`src/rtl/updown_count_decoder.sv`:
```
// updown_count_decoder: observes an up/down counter's output and recovers the
// command stream (load / step up / step down / hold) as registered events.
// Tracks the current direction run length and pulses on direction reversals.
// Optional build macro UPDOWN_DECODER_STATS_EN adds saturating 8-bit event
// counters n_up, n_down and n_load.
module updown_count_decoder #(
  parameter int unsigned WIDTH = 4,
  parameter int unsigned RUN_W = 8
) (
  input  logic             clk,
  input  logic             sync_reset,
  input  logic [WIDTH-1:0] O_in,
  input  logic             sample_en,
  output logic             evt_valid,
  output logic             evt_load,
  output logic             evt_count,
  output logic             evt_up_down,
  output logic [WIDTH-1:0] evt_value,
  output logic             reversal,
  output logic [RUN_W-1:0] run_len,
  output logic [1:0]       dir_state
`ifdef UPDOWN_DECODER_STATS_EN
  ,
  output logic [7:0]       n_up,
  output logic [7:0]       n_down,
  output logic [7:0]       n_load
`endif
);

  localparam logic [1:0] StNoSync = 2'b00;
  localparam logic [1:0] StHold   = 2'b01;
  localparam logic [1:0] StUp     = 2'b10;
  localparam logic [1:0] StDown   = 2'b11;

  localparam logic [WIDTH-1:0] DiffOne     = WIDTH'(1);
  localparam logic [WIDTH-1:0] DiffAllOnes = {WIDTH{1'b1}};
  localparam logic [RUN_W-1:0] RunOne      = RUN_W'(1);
  localparam logic [RUN_W-1:0] RunMax      = {RUN_W{1'b1}};

  logic [WIDTH-1:0] prev_value_q, prev_value_d;
  logic             prev_valid_q, prev_valid_d;
  logic [1:0]       state_q, state_d;
  logic [RUN_W-1:0] run_q, run_d;
  logic             valid_q, valid_d;
  logic             load_q, load_d;
  logic             count_q, count_d;
  logic             up_down_q, up_down_d;
  logic [WIDTH-1:0] value_q, value_d;
  logic             rev_q, rev_d;

  logic [WIDTH-1:0] diff;
  logic             is_up, is_down, is_hold;
  logic [RUN_W-1:0] run_inc;

  // Classify the step between the stored reference and the new sample.
  always_comb begin
    diff    = O_in - prev_value_q;
    is_up   = (diff == DiffOne);
    // Up wins when WIDTH==1 makes +1 and -1 the same difference.
    is_down = !is_up && (diff == DiffAllOnes);
    is_hold = (diff == '0);
    run_inc = (run_q == RunMax) ? run_q : run_q + RunOne;
  end

  // Next-state: direction FSM, run length and event flags.
  always_comb begin
    prev_value_d = prev_value_q;
    prev_valid_d = prev_valid_q;
    state_d      = state_q;
    run_d        = run_q;
    valid_d      = 1'b0;
    rev_d        = 1'b0;
    load_d       = load_q;
    count_d      = count_q;
    up_down_d    = up_down_q;
    value_d      = value_q;
    // Disabled samples freeze everything except the two pulses.
    if (sample_en) begin
      load_d       = 1'b0;
      count_d      = 1'b0;
      up_down_d    = 1'b0;
      prev_value_d = O_in;
      prev_valid_d = 1'b1;
      if (!prev_valid_q) begin
        state_d = StHold;
      end else if (is_up) begin
        valid_d = 1'b1;
        count_d = 1'b1;
        value_d = O_in;
        state_d = StUp;
        run_d   = (state_q == StUp) ? run_inc : RunOne;
        rev_d   = (state_q == StDown);
      end else if (is_down) begin
        valid_d   = 1'b1;
        count_d   = 1'b1;
        up_down_d = 1'b1;
        value_d   = O_in;
        state_d   = StDown;
        run_d     = (state_q == StDown) ? run_inc : RunOne;
        rev_d     = (state_q == StUp);
      end else if (!is_hold) begin
        valid_d = 1'b1;
        load_d  = 1'b1;
        value_d = O_in;
        state_d = StHold;
        run_d   = '0;
      end
      // A hold keeps state and run length untouched.
    end
  end

  // State registers with synchronous active-low reset.
  always_ff @(posedge clk) begin
    if (!sync_reset) begin
      prev_value_q <= '0;
      prev_valid_q <= 1'b0;
      state_q      <= StNoSync;
      run_q        <= '0;
      valid_q      <= 1'b0;
      load_q       <= 1'b0;
      count_q      <= 1'b0;
      up_down_q    <= 1'b0;
      value_q      <= '0;
      rev_q        <= 1'b0;
    end else begin
      prev_value_q <= prev_value_d;
      prev_valid_q <= prev_valid_d;
      state_q      <= state_d;
      run_q        <= run_d;
      valid_q      <= valid_d;
      load_q       <= load_d;
      count_q      <= count_d;
      up_down_q    <= up_down_d;
      value_q      <= value_d;
      rev_q        <= rev_d;
    end
  end

  assign evt_valid   = valid_q;
  assign evt_load    = load_q;
  assign evt_count   = count_q;
  assign evt_up_down = up_down_q;
  assign evt_value   = value_q;
  assign reversal    = rev_q;
  assign run_len     = run_q;
  assign dir_state   = state_q;

`ifdef UPDOWN_DECODER_STATS_EN
  logic [7:0] n_up_q, n_up_d;
  logic [7:0] n_down_q, n_down_d;
  logic [7:0] n_load_q, n_load_d;

  // Saturating per-kind event counters, updated alongside the event registers.
  always_comb begin
    n_up_d   = n_up_q;
    n_down_d = n_down_q;
    n_load_d = n_load_q;
    if (valid_d && count_d && !up_down_d && (n_up_q != 8'hff)) begin
      n_up_d = n_up_q + 8'd1;
    end
    if (valid_d && count_d && up_down_d && (n_down_q != 8'hff)) begin
      n_down_d = n_down_q + 8'd1;
    end
    if (valid_d && load_d && (n_load_q != 8'hff)) begin
      n_load_d = n_load_q + 8'd1;
    end
  end

  // Counter registers share the block's synchronous reset.
  always_ff @(posedge clk) begin
    if (!sync_reset) begin
      n_up_q   <= '0;
      n_down_q <= '0;
      n_load_q <= '0;
    end else begin
      n_up_q   <= n_up_d;
      n_down_q <= n_down_d;
      n_load_q <= n_load_d;
    end
  end

  assign n_up   = n_up_q;
  assign n_down = n_down_q;
  assign n_load = n_load_q;
`endif

endmodule

```
`config.mk`:
```
export PLATFORM = sky130hd
export DESIGN_NAME = updown_count_decoder
export DESIGN_NICKNAME = d
export VERILOG_FILES = /design/src/rtl/updown_count_decoder.sv
export SDC_FILE = /design/constraint.sdc
export NUM_CORES = 1
export LEC_CHECK = 0
export CORE_MARGIN = 2
export CORE_UTILIZATION = 51
export CTS_CLUSTER_SIZE = 16
export DETAILED_ROUTE_END_ITERATION = 8
export GPL_ROUTABILITY_DRIVEN = 0
export PLACE_DENSITY_LB_ADDON = 0.05
export SYNTH_ARGS = -nofsm -noshare
export SYNTH_HDL_FRONTEND = slang
export SYNTH_SLANG_ARGS = --single-unit
```
`constraint.sdc`:
```
create_clock -name clk -period 3.4 [get_ports clk]
set_input_delay 1.02 -clock clk [delete_from_list [all_inputs] [get_ports clk]]
set_output_delay 1.02 -clock clk [all_outputs]
set_load 0.005 [all_outputs]
```
## Word-level counts from Yosys, hierarchy flattened

Index checks and enable logic that the tools add are counted.

- Register bits after elaboration: 24
- Latch bits: 0
- RAM bits: 0
- Memory bits (read-only): 0
- Input port bits: 7
- Output and inout bits: 19
- Word-level logic and storage cells: 51
- Memories kept: 0

- Add/sub/neg operators: 2
- Multiply operators: 0
- Div/mod/pow operators: 0
- $lt $le $gt $ge: 0
- Eq/ne operators: 7
- Shift-type cells: 0
- Multiplexer cells: 26
- Bitwise operators: 0
- Reduce and logical (&&, ||, !) cells: 6

Operators with widths:

| operator | number |
|---|---|
| $mux W8 | 6 |
| $mux W1 | 13 |
| $mux W4 | 3 |
| $add A8 B1 Y8 const B | 1 |
| $eq A8 B8 Y1 const B | 1 |
| $mux W2 | 4 |
| $reduce_and A3 Y1 | 2 |
| $eq A2 B2 Y1 const B | 2 |
| $eq A4 B1 Y1 const B | 1 |
| $eq A4 B4 Y1 const B | 1 |
| $logic_not A4 Y1 | 1 |
| $ne A4 B4 Y1 const B | 1 |
| $sub A4 B4 Y4 | 1 |
| $ne A3 B3 Y1 const B | 1 |
| $reduce_and A2 Y1 | 1 |
| $logic_and A1 B1 Y1 | 1 |
| $logic_not A1 Y1 | 1 |

## Logic depth before layout (Yosys ltp)

Gate-level depths: netlist of the first run.

- Depth in word-level cells: 7
- Depth in mapped cells: 10
- Mapped depth without buffers: 9

## Worst setup path before layout of the first run

OpenSTA, ideal clock, no wires.

- Kind: input to register
- Start point: in O_in[0]
- End point: reg run_q[3] (netlist: run_len[3])
- Library setup time: 0.058 ns
- Arrival time: 2.838 ns
- Required time: 3.342 ns
- Path slack: 0.503 ns
- Stages: 9
- Buffers on the path: 0
- Path through: inv_1 ha_1 fa_1 xor2_1 or3_4 nor4_2 a41oi_2 o21ai_0 o211a_1

- Word-level cells in the longest chain between the ends: 6
- Elaborated cells on any way between the ends: 10
- Classes of those cells: 1 x add/sub; 3 x eq/ne; 2 x mux; 4 x reduce/logical

RTL lines:

| item | line | source |
|---|---|---|
| from (decl) | 12 | `input logic [WIDTH-1:0] O_in,` |
| $sub A4 B4 Y4 * | 57 | `diff = O_in - prev_value_q;` |
| $eq A4 B1 Y1 | 58 | `is_up = (diff == DiffOne);` |
| $logic_not A1 Y1 | 60 | `is_down = !is_up && (diff == DiffAllOnes);` |
| $logic_and A1 B1 Y1 | 60 |  |
| $ne A3 B3 Y1 (no line) or $mux W8 (tied branches) | -- |  |
| $reduce_and A3 Y1 (no line) or $mux W8 (tied branches) | -- |  |
| to (signal assigned) | 129 | `run_q <= run_d;` |
| to (decl) | 43 | `logic [RUN_W-1:0] run_q, run_d;` |

Every way passes the cells marked *; elsewhere a longest branch is shown, timed or not.
A chain may end at the register's enable or synchronous reset.

## Worst setup path after layout of the first run

- Start point: in O_in[0]
- End point: reg run_q[4] (netlist: run_len[4])

The elaborated chain is that of the path after synthesis.

==> results.json, run 1 <==
{
  "status": "complete, no violations",
  "vias": 1287,
  "place_hpwl_microns": 2410,
  "drt_iter0_markers": 30,
  "wl_per_cell_microns": 14.8,
  "cts_buffers": 3,
  "cts_tree": "built",
  "cp-start-kind": "input port",
  "ys_ff_latch": 24,
  "critPathKind": "in2reg",
  "synth_cell_types": 48,
  "rsz0062_at_grt": "no",
  "fin_skew_ns": 0.00320,
  "clkTransAtPathRegs_ns": 0.14,
  "vdd_drop_max_uv": 280,
  "hold_buffers": 0,
  "ant_nets": 0,
  "syn_area_sq_mm": 0.00138,
  "crit_fanout": 7,
  "endpoint_kind": "flop",
  "synthFlopType": "dfxtp_1",
  "fin_crit_ns": 3.23,
  "fin_util_pct": 70.1,
  "grt_pass1_wl_microns": 5710,
  "holdPathStages": 2,
  "slew-limit-headroom_pct": 45.8,
  "final_nets": 202,
  "finalCritPeriodShare_pct": 95.0,
  "antenna_found_initial": 0,
  "area_growth_pct": 28.4,
  "p_per_area_mw_per_mm2": 337,
  "post_dp_cell_area_sq_mm": 0.00173,
  "yosysWarningCount": 0,
  "arrival_ns": 3.51,
  "synth-seq-area-share_pct": 34.9,
  "first_pass_iters": 4,
  "fp-row-count": 18,
  "r2r_cells": 8,
  "hold_viol_final": 0,
  "syn_inst": 154,
  "drive_above_1_share_pct": 14.8,
  "tightest_slew_ns": 0.810,
  "fmax_ghz": 0.309,
  "synth_nets": 166,
  "hp-class": "reg2reg",
  "initial_utilization_pct": 54.6,
  "ctsRootBufferMaster": "clkbuf_4",
  "cts_max_level": 1,
  "p_leak_uw": 0.000746,
  "cts_buffer_depth": 2,
  "portBuffers": 25,
  "die_x_microns": 56.0,
  "syn_avg_cell_area_sq_um": 8.95,
  "insertedDiodeCount": 0,
  "synth_edf_count": 0,
  "critical_path_required_ns": 3.68,
  "grt.total_usage_pct": 22.3,
  "clock_latency_ns": 0.33,
  "drc": 0,
  "die_y_microns": 56.0,
  "slew_violations": 0,
  "setup_viol_count_final": 0,
  "io-pin-count": 26,
  "grt_pass1_vias": 1259,
  "core-area_sq_mm": 0.00252,
  "via_per_inst": 5.88,
  "cts.sinks": 24,
  "drv_cap": 0,
  "gr-total-overflow": 0,
  "drt-total-wl_microns": 3240,
  "fp.dieArea_sq_mm": 0.00313,
  "final_area_sq_mm": 0.00177,
  "async_reset_ff_share_pct": 0,
  "grt_start_max_net_pins": 28
}
-- kinds of logic (layout without fill, tap and decap cells) --
| kind of cell | after synthesis | count (layout) | synth area share, % |
|---|---|---|---|
| flops | 24 | 24 | 34.9 |
| fa+ha+maj | 5 | 5 | 5.09 |
| buf+inv | 14 | 49 | 4.63 |
| compound gates | 44 | 44 | 24.1 |
| mux | 5 | 5 | 3.63 |
| xor+xnor | 3 | 3 | 1.91 |
| simple gates | 59 | 59 | 25.8 |
-- metrics by stage --
step                      std cells  total power, uW  TNS (ns)  worst slack (ns)  hold slack, ns
after floorplan                 154              387         0             0.503           0.452
final                           219              596         0             0.169           0.494
after global routing            219              624         0            0.0317           0.538
after global placement          215              437    -0.669           -0.0990           0.457
after detailed placement        215              443     -1.83            -0.186           0.481
after CTS                       219              599         0             0.166           0.499
-- worst paths after layout --
| path | slack (ns) | to | startpoint |
|---|---|---|---|
| worst min-delay path | 0.49 | evt_value[3] | evt_value[3] |
| worst max-delay path | 0.17 | run_len[4] | O_in[0] |
| worst max register to register | 1.06 | run_len[4] | prev_value_q[0] |
| worst min register to register | 0.49 | evt_value[3] | evt_value[3] |
-- power breakdown --
group | internal, uW | switching (uW)
Clock | 65.6 | 91.8
Combinational | 66.8 | 69.6
Sequential | 292 | 11.0
Total | 424 | 172
-- cell type report --
cell class | count | area, sq um
clock buffers | 4 | 36.3
fillers | 211 | 753
inverters | 7 | 26.3
multi-input cells | 116 | 841
flip-flops and latches | 24 | 480
well taps | 30 | 37.5
repair buffers | 38 | 348
-- cell usage after synthesis, drive strengths merged, types with 2 or more instances --
| cell type | number | area share [%] |
|---|---|---|
| buf | 2 | 1.4 |
| a21o | 3 | 1.7 |
| dfxtp | 24 | 35 |
| nand3 | 6 | 2.5 |
| ha | 4 | 3.6 |
| and2 | 5 | 2.3 |
| nor2 | 4 | 1.1 |
| nor3b | 2 | 1.1 |
| o211a | 4 | 2.9 |
| xor2 | 2 | 1.3 |
| nor3 | 3 | 2.7 |
| a21boi | 5 | 2.7 |
| inv | 7 | 1.9 |
| nor2b | 7 | 3.2 |
| a41o | 3 | 2.2 |
| nand2 | 19 | 5.2 |
| o21ai | 9 | 3.5 |
| and3 | 4 | 1.8 |
| mux2i | 5 | 3.6 |
| clkbuf | 5 | 1.4 |
| a21oi | 7 | 3.6 |
| a31oi | 6 | 2.7 |
-- routing by layer --
metal | track usage, % | routed length, microns
met5 | 0 | 0
met4 | 8.84 | 52
met3 | 3.02 | 169
met2 | 35.3 | 1590
met1 | 30.6 | 1430
-- flip-flops by register name, indices dropped and copies added, names as in the netlist --
register / flops
dir_state: 2
evt_value: 4
reversal: 1
evt_count: 1
evt_load: 1
evt_valid: 1
prev_value_q: 4
prev_valid_q: 1
run_len: 8
evt_up_down: 1
-- timing repair --
action	CTS	global route
gates resized for setup	0	1
setup endpoints to repair	0	1
buffers inserted	0	0
-- layout by cell type (no fill, tap or decap), drive strengths merged, types with 5 or more instances in the layout --
master	instances
nor2b	7
nand2	19
o21ai	9
dfxtp	24
and2	5
a21oi	7
a31oi	6
nand3	6
a21boi	5
inv	7
mux2i	5
buf	13
clkdlybuf4s50	25
-- critical path: stages --
cell	delay [ns]
clkdlybuf4s50_1	0.48
inv_1	0.05
ha_1	0.22
fa_1	0.40
xor2_1	0.18
or3_4	0.36
nor4_2	0.29
a41oi_2	0.14
o21ai_0	0.21
and3_1	0.17
Power figures use the tool's default switching activity.
==> inputs of run 2 (changes only) <==
- PLACE_DENSITY: unset -> 0.78
- PLACE_DENSITY_LB_ADDON: 0.05 -> unset
==> run 2 against run 1 <==
  * Final area decreased by 0.35%
  * Combinational power decreased by 6%
  * Via count decreased by 4.1%
  * Wire length decreased by 12%
  * First-iteration DRC count decreased by 20%
  * Sequential share of layout area increased by 0.096 points
  * Register-to-register slack improved by 0.05 ns
  * Largest power group unchanged
  * Die area unchanged
==> results.json, run 2 (same netlist as run 1, synthesis figures left out) <==
{
  "status": "complete, no violations",
  "slowest_stage": "clkdlybuf4s50_1",
  "largest_reg_flops": 8,
  "place_hpwl_microns": 2040,
  "hp-class": "reg2reg",
  "antenna_found_initial": 0,
  "vias": 1234,
  "post_dp_cell_area_sq_mm": 0.00171,
  "gr-total-overflow": 0,
  "critical_path_required_ns": 3.68,
  "p_per_area_mw_per_mm2": 364,
  "io-pin-count": 26,
  "final.setup.worst_slack_ns": 0.220,
  "fmax_ghz": 0.314,
  "finalCritPeriodShare_pct": 93.5,
  "ctsRootBufferMaster": "clkbuf_4",
  "vdd_drop_max_uv": 289,
  "highest_layer": "met4",
  "cp-start-kind": "input port",
  "crit_chain": "clkdlybuf4s50_1, inv_1, ha_1, fa_1, xor2_1, or3_4, nor4_2, a41oi_2, o21ai_0, o211a_1",
  "tightest_slew_ns": 0.843,
  "wl_met1_microns": 1340,
  "final_nets": 200,
  "ant_nets": 0,
  "cts_setup_buffers": 0,
  "final_common_cell": "clkdlybuf4s50_1",
  "die_x_microns": 56.0,
  "drt_iter0_markers": 24,
  "fin_util_pct": 69.9,
  "routed-wl-met3_microns": 143,
  "via_per_inst": 5.69,
  "fp-row-count": 18,
  "clock_latency_ns": 0.33,
  "drc": 0,
  "slew_violations": 0,
  "fin_skew_ns": 0.00607,
  "hold_buffers": 0,
  "ctsResizeCount": 0,
  "final_area_sq_mm": 0.00176,
  "p_leak_uw": 0.000741,
  "crit_fanout": 7,
  "grt_pass1_wl_microns": 5210,
  "area_growth_pct": 28.0,
  "fp.dieArea_sq_mm": 0.00313,
  "clkTransAtPathRegs_ns": 0.14,
  "wl_per_cell_microns": 13.2,
  "grt_pass1_vias": 1185,
  "fin_crit_ns": 3.18,
  "critPathKind": "in2reg",
  "arrival_ns": 3.46,
  "setup_viol_count_final": 0,
  "route.met2.wl_microns": 1350,
  "slowest_delay_ns": 0.48,
  "slew-limit-headroom_pct": 43.6,
  "endpoint_kind": "flop",
  "insertedDiodeCount": 0,
  "cts_buffer_depth": 2,
  "dp_slack_ns": -0.106,
  "drt-total-wl_microns": 2860,
  "initial_utilization_pct": 54.6,
  "core-area_sq_mm": 0.00252,
  "rsz0062_at_grt": "no",
  "first_pass_iters": 4,
  "cts_max_level": 1,
  "die_y_microns": 56.0,
  "grt_start_max_net_pins": 28,
  "hold_viol_final": 0,
  "cts_buffers": 3,
  "grt.total_usage_pct": 20.2,
  "drive_above_1_share_pct": 13.9,
  "portBuffers": 25,
  "cts.sinks": 24,
  "drv_cap": 0,
  "cts_tree": "built",
  "mostFrequentLayoutCells": "25 x clkdlybuf4s50_1, 24 x dfxtp_1, 19 x nand2_1"
}
## run 2: changes by cell type in the layout (fill, tap and decap cells not counted)
cell and change:
a21oi_2 +1, a21oi_4 -1, clkbuf_8 -1, bufinv_16 +1
buf_4 -2
## run 2: per-stage QoR
stage | hold slack, ns | setup TNS (ns) | power, uW | instances
2_1_floorplan | 0.452 | 0 | 387 | 154
3_3_place_gp | 0.448 | -0.267 | 433 | 213
3_5_place_dp | 0.457 | -0.575 | 435 | 213
5_1_grt | 0.489 | 0 | 669 | 217
6_report | 0.474 | 0 | 641 | 217
4_1_cts | 0.475 | 0 | 648 | 217
## run 2: cell type report
cell class,instances,area [sq um]
Fill cell,211,759
Clock buffer,3,22.5
Multi-Input combinational cell,116,833
Timing Repair Buffer,36,333
Tap cell,30,37.5
Inverter,7,26.3
Sequential cell,24,480
Clock inverter,1,30.0
## run 2: worst paths after layout
kind / from / end / slack [ns] / depth (start not counted)
setup / recovery: O_in[0] / run_len[3] / 0.22 / 10
hold / removal: evt_count / evt_count / 0.47 / 2
setup reg to reg: prev_value_q[0] / run_len[3] / 1.11 / 8
hold reg to reg: evt_count / evt_count / 0.47 / 2
## run 2: critical path, delay by kind of cell
kind / cells / cell delay, ns
AO/OA/AOI/OAI: 3 / 0.50
buffers and inverters: 2 / 0.53
AND/OR/NAND/NOR: 2 / 0.63
XOR/XNOR: 1 / 0.20
adder cells (fa/ha/maj): 2 / 0.59
## run 2: power by group
| group | internal (uW) | switching, uW | total [uW] |
|---|---|---|---|
| combinational | 63.4 | 65.0 | 128 |
| clock | 119 | 91.6 | 211 |
| sequential | 292 | 10.3 | 302 |
## run 2: routing by layer
layer,vias up,track usage [%]
li1,628,-
met1,574,26.0
met2,30,33.4
met3,2,4.42
met4,0,6.80
met5,-,0
==> inputs of run 3 (changes only) <==
- CAP_MARGIN: unset -> 20
==> results of run 3 <==
Final layout, timing and power as in run 2 (identical DEF).
